--- src/rtl/mm_pkg.sv ---
// mm_pkg: definitions shared by the matrix-multiplier sequencer, memory bank
// and MAC datapath.
//   state_t : sequencer FSM states
//   MM_N    : default matrix dimension used across the multiplier
package mm_pkg;

   localparam int MM_N = 3;

   typedef enum logic [2:0] {
      IDLE = 3'd0,
      CLR  = 3'd1,
      MAC  = 3'd2,
      WB   = 3'd3,
      DONE = 3'd4
   } state_t;

endpackage

--- src/rtl/mm_idx_counter.sv ---
// mm_idx_counter: modulo-N index counter for the sequencer loops.
//   clk, rst_n : clock, asynchronous active-low reset
//   clr        : synchronous clear to 0 (wins over en)
//   en         : advance by one, wrapping N-1 -> 0
//   value      : current index (registered)
//   last       : value == N-1
module mm_idx_counter #(
   parameter int N  = 3,
   parameter int IW = $clog2(N)
) (
   input  logic          clk,
   input  logic          rst_n,
   input  logic          clr,
   input  logic          en,
   output logic [IW-1:0] value,
   output logic          last
);

   // Wrap point is N-1, not 2^IW-1, so non-power-of-two N wraps correctly.
   localparam logic [IW-1:0] MAX_IDX = IW'(N - 1);

   assign last = (value == MAX_IDX);

   // Index register: clear, wrap at N-1, or increment.
   always_ff @(posedge clk or negedge rst_n) begin
      if (!rst_n) begin
         value <= {IW{1'b0}};
      end else if (clr) begin
         value <= {IW{1'b0}};
      end else if (en) begin
         value <= last ? {IW{1'b0}} : (value + IW'(1));
      end else begin
         value <= value;
      end
   end

endmodule

--- src/rtl/mm_sequencer.sv ---
// mm_sequencer: control sequencer for the N x N matrix multiplier. For each
// output element C[row][col] it clears the accumulator, issues N MAC steps
// over k and writes the result back, then pulses done.
//   clk, rst_n          : clock, asynchronous active-low reset
//   start               : begin a multiply (sampled only in IDLE)
//   stall               : freeze state and indices, suppress strobes
//   abort               : return to IDLE next edge, no done pulse
//   busy, done          : handshake (busy = not IDLE, done = 1-cycle pulse)
//   row, col, k         : current element / inner-product indices
//   acc_clr, acc_en, wr_en : datapath strobes
module mm_sequencer
   import mm_pkg::*;
#(
   parameter int N  = MM_N,
   parameter int IW = $clog2(N)
) (
   input  logic          clk,
   input  logic          rst_n,
   input  logic          start,
   input  logic          stall,
   input  logic          abort,
   output logic          busy,
   output logic          done,
   output logic [IW-1:0] row,
   output logic [IW-1:0] col,
   output logic [IW-1:0] k,
   output logic          acc_clr,
   output logic          acc_en,
   output logic          wr_en
);

   state_t state_r;
   state_t state_nxt_s;
   logic   go_s;
   logic   idx_clr_s;
   logic   k_last_s;
   logic   col_last_s;
   logic   row_last_s;
   logic   row_en_s;

   // A step only takes effect when neither stalled nor aborted.
   assign go_s      = ~stall & ~abort;
   // Indices are held at zero outside an operation and on abort.
   assign idx_clr_s = abort | (state_r == IDLE) | (state_r == DONE);
   assign row_en_s  = wr_en & col_last_s;

   mm_idx_counter #(.N(N), .IW(IW)) u_k_cnt (
      .clk   (clk),
      .rst_n (rst_n),
      .clr   (idx_clr_s),
      .en    (acc_en),
      .value (k),
      .last  (k_last_s)
   );

   mm_idx_counter #(.N(N), .IW(IW)) u_col_cnt (
      .clk   (clk),
      .rst_n (rst_n),
      .clr   (idx_clr_s),
      .en    (wr_en),
      .value (col),
      .last  (col_last_s)
   );

   mm_idx_counter #(.N(N), .IW(IW)) u_row_cnt (
      .clk   (clk),
      .rst_n (rst_n),
      .clr   (idx_clr_s),
      .en    (row_en_s),
      .value (row),
      .last  (row_last_s)
   );

   // FSM state register.
   always_ff @(posedge clk or negedge rst_n) begin
      if (!rst_n) begin
         state_r <= IDLE;
      end else begin
         state_r <= state_nxt_s;
      end
   end

   // Next-state logic and strobe decode; abort overrides every transition.
   always_comb begin
      state_nxt_s = state_r;
      busy        = (state_r != IDLE);
      done        = 1'b0;
      acc_clr     = 1'b0;
      acc_en      = 1'b0;
      wr_en       = 1'b0;
      if (abort && (state_r != IDLE)) begin
         state_nxt_s = IDLE;
      end else begin
         case (state_r)
            IDLE: begin
               if (start && !abort) begin
                  state_nxt_s = CLR;
               end else begin
                  state_nxt_s = IDLE;
               end
            end
            CLR: begin
               acc_clr = go_s;
               if (go_s) begin
                  state_nxt_s = MAC;
               end else begin
                  state_nxt_s = CLR;
               end
            end
            MAC: begin
               acc_en = go_s;
               if (go_s && k_last_s) begin
                  state_nxt_s = WB;
               end else begin
                  state_nxt_s = MAC;
               end
            end
            WB: begin
               wr_en = go_s;
               if (!go_s) begin
                  state_nxt_s = WB;
               end else if (row_last_s && col_last_s) begin
                  state_nxt_s = DONE;
               end else begin
                  state_nxt_s = CLR;
               end
            end
            DONE: begin
               done        = ~abort;
               state_nxt_s = IDLE;
            end
            default: begin
               state_nxt_s = IDLE;
            end
         endcase
      end
   end

endmodule

--- config.mk ---
export PLATFORM = sky130hd
export DESIGN_NAME = mm_sequencer
export DESIGN_NICKNAME = d
export VERILOG_FILES = /design/src/rtl/mm_pkg.sv /design/src/rtl/mm_idx_counter.sv /design/src/rtl/mm_sequencer.sv
export SDC_FILE = /design/constraint.sdc
export NUM_CORES = 1
export LEC_CHECK = 0
export ABC_CLOCK_PERIOD_IN_PS = 3900
export BUFFER_PORTS_ARGS = -buffer_cell sky130_fd_sc_hd__buf_2
export CAP_MARGIN = 20
export CORE_AREA = 2 2 39 41
export CTS_CLUSTER_SIZE = 20
export DETAILED_ROUTE_END_ITERATION = 7
export DIE_AREA = 0 0 41 43
export GPL_ROUTABILITY_DRIVEN = 1
export SLEW_MARGIN = 20
export SYNTH_ARGS = -nofsm -noshare
export SYNTH_HDL_FRONTEND = slang
export SYNTH_SLANG_ARGS = --single-unit
--- constraint.sdc ---
create_clock -name clk -period 3.9 [get_ports clk]
set_clock_uncertainty 0.15 [all_clocks]
set_input_delay 0.585 -clock clk [delete_from_list [all_inputs] [get_ports clk]]
set_output_delay 0.585 -clock clk [all_outputs]
set_load 0.1 [all_outputs]
---- Word-level counts from Yosys, hierarchy flattened ----
Cells that the tools add are included.
operators by class
  add/subtract/negate cells ............... 3
  equal/unequal tests ..................... 7
  mux-type cells .......................... 24
  bitwise gates (word level) .............. 6
  reductions and logical operators ........ 10
operators by type and width
  cell                                                                   count
  2-bit 2-to-1 mux                                                       10
  3-bit one-hot mux with 4 select lines                                  1
  1-bit 2-to-1 mux                                                       10
  3-bit 2-to-1 mux                                                       3
  2-bit by 1-bit adder with 2-bit output, second input constant          3
  2-bit equality test, second input constant                             3
  3-bit by 2-bit equality test with 1-bit output, second input constant  2
  2-bit nonzero test                                                     3
  1-bit logical AND                                                      4
  3-bit by 1-bit equality test with 1-bit output, second input constant  1
  3-bit equality test, second input constant                             1
  3-bit logical NOT                                                      1
  3-bit nonzero test                                                     1
  1-bit bitwise AND                                                      2
  1-bit NOT                                                              2
  1-bit bitwise OR                                                       2
  1-bit logical NOT                                                      1
word-level totals
  bits in registers ....................... 9
  input bits .............................. 5
  output and inout bits ................... 11

---- Logic depth before layout (Yosys ltp) ----
Gate-level depths: netlist of run 1.
  depth after elaboration ................. 7
  mapped depth ............................ 5
  gate-level depth less buffers ........... 3

---- By module ----
Synthesis of run 1 repeated with hierarchy kept, for this count alone.
second synthesis, totals
  cell total of the unflattened synthesis .. 51
  area, all modules ....................... 531.8 µm²
modules (own cells, without submodules)
  module          times used  cells an instance  area an instance (µm²)  seq. area each (µm²)
  mm_idx_counter  3           9                  95.1                    50.0
  mm_sequencer    1           24                 246.5                   75.1

---- Worst setup path after synthesis of run 1 ----
OpenSTA, ideal clock, no wires.
  path type ............................... input to output
  from .................................... input port abort
  to ...................................... output port done
  data arrival time ....................... 3.842 ns
  slack ................................... -0.677 ns
  stages on the path ...................... 2
  buffers on the path ..................... 1
  cells stage by stage .................... buf_6 -> nor4b_1
on the way
  cells in the longest elaborated chain, start to end .. 3
RTL lines
  element               line                 source
  start: declaration    mm_sequencer.sv:21   input logic abort,
  1-bit NOT             mm_sequencer.sv:129  done = ~abort;
  1-bit 2-to-1 mux      mm_sequencer.sv:94   case (state_r)
  1-bit 2-to-1 mux (*)  mm_sequencer.sv:91   if (abort && (state_r != IDLE)) begin
  end: declaration      mm_sequencer.sv:23   output logic done,
Mark *: on every way between the ends. The rest lies on a longest branch, timed or not.

---- Final worst setup path of run 1 ----
  from .................................... register state_r[1]
  to ...................................... output port acc_en
on the way
  cells in the longest elaborated chain, start to end .. 3
RTL lines
  element                                                                               line                                    source
  start: declaration                                                                    mm_sequencer.sv:32                      state_t state_r;
  start signal: assignment                                                              mm_sequencer.sv:79                      state_r <= state_nxt_s;
  3-bit by 2-bit equality test with 1-bit output or 3-bit nonzero test (tied branches)  mm_sequencer.sv:94, mm_sequencer.sv:91
  1-bit 2-to-1 mux or 1-bit logical AND (tied branches)                                 mm_sequencer.sv:94, mm_sequencer.sv:91
  1-bit 2-to-1 mux (*)                                                                  mm_sequencer.sv:91
  end: declaration                                                                      mm_sequencer.sv:28                      output logic acc_en,
Marked as above.

==> impl_metrics.tcl, run 1 <==
set metrics [dict create \
    leakagePower_nw 0.2733 \
    grt_pass1_wl_mm 1.766 \
    clk_latency_ns 0.26 \
    yosysTopAreaCellShare_pct 43.90 \
    clkSinkCount 9 \
    power_density_mw_per_mm2 344.2 \
    yosysSeqAreaShare_pct 43.90 \
    placed_cells 81 \
    antenna_found_initial 0 \
    fillers 152 \
    wl_mm 1.139 \
    hold_path_class "in -> async" \
    crit_arrival_ns 1.99 \
    synth_top_area_cell "dfrtp_1" \
    yosys-top-cells-area "dfrtp_1 44%, o21ai_0 3.9%, nor2_1 3.7%" \
    finalNetCount 75 \
    track_usage_pct 15.35 \
    synth_flop_cell "dfrtp_1" \
    drt_iter0_drc 8 \
    grt_pass1_vias 379 \
    drtPass1Iterations 4 \
    multiInputGateArea_sq_um 277.8 \
    vias 472 \
    synthesis.nets 60 \
    instances_no_fill 85 \
    async_reset_ff_share_pct 100.0 \
    cts.clk_slew.worst_paths_ns 0.07 \
    cts_hold_repair.buffers 0 \
    crit_start "state_r[1]" \
    cts_max_path_buffers 2 \
    worstSetupStartpointType "flop" \
    io_buffer_count 15 \
    fmax_ghz 0.3670 \
    max-cap-violations 0 \
    cp.required_ns 3.16 \
    synth.distinct_cells 28 \
    grt_max_degree 12 \
    overflow 0 \
    whs_ns 0.01458 \
    setup_viol 0 \
    hold_violations 0 \
    start_util_pct 37.07 \
    timing.rr.end "u_row_cnt.value[0]" \
    route.detailed.drc 0 \
    clockRootBuffer "clkbuf_4" \
    rr_startpoint "state_r[1]" \
    cts_tree "yes" \
    slew_headroom_pct 67.84 \
    irDropWorstVdd_mv 0.1199 \
    finalCritPeriodShare_pct 69.87 \
    finish.instance_area_sq_um 624.3 \
    critPathKind "reg -> out" \
    htreeDepth 1 \
    die_h_microns 43 \
    cts_resized 0 \
    gp_congestion 0.6808 \
    min_period_ns 2.725 \
    rows 14 \
    place_area_sq_um 598.1 \
    core_sq_mm 0.001384 \
    netlist_instances 55 \
    tightestPinTransition_ns 0.4858 \
    final_antenna_net_count 0 \
    die_w_microns 41 \
    pin_count 16 \
    critPathMaxFanout 11 \
    post-cts-setup-buffers 0 \
    areaGrowthSynthToFinish_pct 21.71 \
    synth_most_common_cell "dfrtp_1" \
    synth-seq-cells 9 \
    n_antenna_cell 0 \
    fin_ws_ns 1.175 \
    synth_area_sq_um 513.0 \
    avgViaCountPerCell 5.553 \
    crit_path_end_kind "primary output" \
    die-area_sq_mm 0.001763 \
    outcome "finished, final reports clean" \
    seq_area_sq_um 225.2 \
    maxSlewViolCount 0 \
    tns_ns 0 \
    post_drt_wl_per_cell_microns 13.40 \
    dp_slack_ns 1.268 \
    r2r_cells 3 \
    drive_gt1_share_pct 31.88 \
    rrSetupSlack_ns 1.95 \
    synth_warnings 0 \
    ys_top_cells_by_count "9 x dfrtp_1, 5 x nor2_1, 4 x nand2_1, 4 x o21ai_0" \
    avgSynthCellArea_sq_um 9.327 \
    synth_edf_count 0 \
    dp_hpwl_microns 792.4 \
    rsz0062_at_grt "no" \
    cts_buffers 3 \
]
worst max path at each step:
stage / slack, ns / endpoint / cells past startpoint
2_1_floorplan: 0.64 / acc_clr / 3
3_3_place_gp: 1.28 / acc_en / 4
3_5_place_dp: 1.27 / acc_en / 4
4_1_cts: 1.16 / acc_en / 3
5_1_grt: 1.05 / acc_en / 3
6_report: 1.17 / acc_en / 3
worst max-delay path, cell delays in order (launching register included):
cell and delay (ns):
dfrtp_1 0.55, or3b_1 0.53, nor3_2 0.19, buf_2 0.46
cells in the final DEF (no fill, tap or decap), drive strengths merged, types with 2 or more instances in the layout:
cell type / netlist / final
buf: 2 / 15
dfrtp: 9 / 9
nor2: 5 / 5
o21ai: 4 / 4
nand2: 4 / 4
clkbuf: 3 / 4
a21oi: 3 / 3
nor3: 3 / 3
nor4: 3 / 3
or4: 2 / 2
through the flow:
step	utilization, %	total power (W)
floorplan	-	0.0001353
global placement	43.22	0.0001423
detailed placement	43.22	0.0001425
CTS	45.12	0.0002174
global route	45.12	0.0002245
finish	45.12	0.0002149
kinds of logic (layout without fill, tap and decap cells):
kind of cell / count (synthesis) / after routing / synth area share (%)
simple gates: 28 / 28 / 33.42
compound gates: 11 / 11 / 13.66
flops: 9 / 9 / 43.90
buf+inv: 5 / 19 / 5.365
xor+xnor: 1 / 1 / 1.708
mux: 1 / 1 / 1.951
layout make-up:
cell class,count,area share [%]
well taps,16,3.206
repair buffers,15,12.02
clock buffers,4,4.208
multi-input cells,41,44.49
flip-flops and latches,9,36.07
layer usage:
layer  up-vias  track usage (%)  share of wire (%)
met5         -                0                  0
met3         2            3.141                4.6
met2        13            18.44                 45
li1        235                -                  -
met4         0            10.00               0.88
met1       222            23.75                 49
sequential cells by signal (all words and copies together) (netlist names):
register         cells
u_row_cnt.value      2
state_r              3
u_k_cnt.value        2
u_col_cnt.value      2
where the power goes:
part           internal, W  leakage, nW  switching (W)
combinational   0.00000944        0.134      0.0000305
sequential       0.0000952        0.124     0.00000549
clock            0.0000395       0.0150      0.0000348
total             0.000144        0.273      0.0000708
(Power assumes the default switching activity.)
==> run 2, diff against run 1 <==
- ABC_CLOCK_PERIOD_IN_PS: 3900 -> 2420
- PLACE_DENSITY: unset -> 0.65
- clock period: 3.9 -> 2.42 ns (I/O delays scaled with it)
==> impl_metrics.tcl, run 2 (synthesized netlist as in run 1, its figures left out) <==
set metrics [dict create \
    drive_gt1_share_pct 33.80 \
    finalCritPeriodShare_pct 91.80 \
    gp_congestion 0.7381 \
    rows 14 \
    htreeDepth 1 \
    final_antenna_net_count 0 \
    start_util_pct 37.07 \
    post_drt_wl_per_cell_microns 12.61 \
    cts_buffers 3 \
    overflow 0 \
    wl_mm 1.097 \
    clkSinkCount 9 \
    cts_tree "yes" \
    critPathKind "reg -> out" \
    largest_reg_flops 3 \
    die_w_microns 41 \
    utilization_pct 49.82 \
    clockRootBuffer "clkbuf_4" \
    finalNetCount 77 \
    crit_path_end_kind "primary output" \
    leakagePower_nw 0.2886 \
    cts.clk_slew.worst_paths_ns 0.06 \
    pin_count 16 \
    cts_max_path_buffers 2 \
    avgViaCountPerCell 5.517 \
    fmax_ghz 0.4502 \
    drt_iter0_drc 8 \
    die_h_microns 43 \
    power_density_mw_per_mm2 506.7 \
    areaGrowthSynthToFinish_pct 34.39 \
    dp_slack_ns 0.3885 \
    outcome "finished, final reports clean" \
    final_cell_mix "13 x buf_2, 9 x dfrtp_1, 4 x nor2_1, 4 x o21ai_0, 4 x nand2_1" \
    irDropWorstVdd_mv 0.3070 \
    slew_headroom_pct 68.01 \
    io_buffer_count 15 \
    hold_path_class "in -> reg" \
    vias 480 \
    clk_latency_ns 0.25 \
    dp_hpwl_microns 811.6 \
    n_antenna_cell 0 \
    worstSetupStartpointType "flop" \
    critPathMaxFanout 9 \
    max-cap-violations 0 \
    tightestPinTransition_ns 0.4832 \
    mostFrequentLayoutCell "buf_2" \
    fin_ws_ns 0.1985 \
    track_usage_pct 16.11 \
    maxSlewViolCount 0 \
    finalPower_w 0.0003493 \
    grt_max_degree 11 \
    min_period_ns 2.221 \
    antenna_found_initial 0 \
    setup_viol 0 \
    crit_arrival_ns 1.71 \
    die-area_sq_mm 0.001763 \
    whs_ns 0.2659 \
    grt_pass1_wl_mm 1.952 \
    hold_violations 0 \
    regMostFlops "state_r" \
    grt_pass1_vias 438 \
    rsz0062_at_grt "no" \
    core_sq_mm 0.001384 \
    route.detailed.drc 0 \
    cp.required_ns 1.91 \
    drtPass1Iterations 4 \
]
## run 2: repair_timing
| action | 4_1_cts | 5_1_grt |
|---|---|---|
| endpoints found under the setup margin | 0 | 0 |
| hold endpoints to repair | 9 | 0 |
| resized for setup | 0 | 0 |
| buffers inserted | 0 | 0 |
| hold buffers | 1 | 0 |
## run 2: report_power, final
part           leakage, nW  internal [W]  switching [W]
clock network       0.0150     0.0000634      0.0000509
logic                0.149     0.0000202      0.0000558
registers            0.124      0.000154     0.00000546
## run 2: stage by stage
stage	TNS, ns	cells	instance area, sq um
CTS	0	87	689.4
finish	0	87	689.4
floorplan	-0.4232	55	548.0
detailed placement	0	82	653.1
global placement	0	82	653.1
global route	0	87	689.4
## run 2: layout make-up
type / count / area, sq um
Clock buffer: 4 / 26.28
Timing Repair Buffer: 17 / 122.6
Sequential cell: 9 / 225.2
Multi-Input combinational cell: 41 / 295.3
Tap cell: 16 / 20.02
Fill cell: 131 / 694.4
## run 2: worst max-delay path: stages, from the launching register on
cell and delay, ns:
dfrtp_1 0.46, or3b_1 0.54, nor3_4 0.24, buf_12 0.21
## run 2: final timing paths
check,end,cells after the start,start,slack [ns]
worst max-delay path,acc_en,3,state_r[2],0.20
worst min-delay path,state_r[2],2,abort,0.27
worst max register to register,u_row_cnt.value[0],3,state_r[2],0.52
worst min register to register,u_col_cnt.value[1],1,u_col_cnt.value[0],0.42
max in group asynchronous,u_k_cnt.value[1],2,rst_n,1.59
min in group asynchronous,u_row_cnt.value[1],2,rst_n,0.34
## run 2: metal layers
metal / vias to the layer above / global-route usage (%) / routed length [microns] / share of wire [%]
met3: 2 / 4.712 / 41 / 3.7
met2: 12 / 20.94 / 502 / 46
met5: - / 0 / 0 / 0
met4: 0 / 6.000 / 7 / 0.64
met1: 225 / 24.50 / 545 / 50
li1: 241 / - / - / -
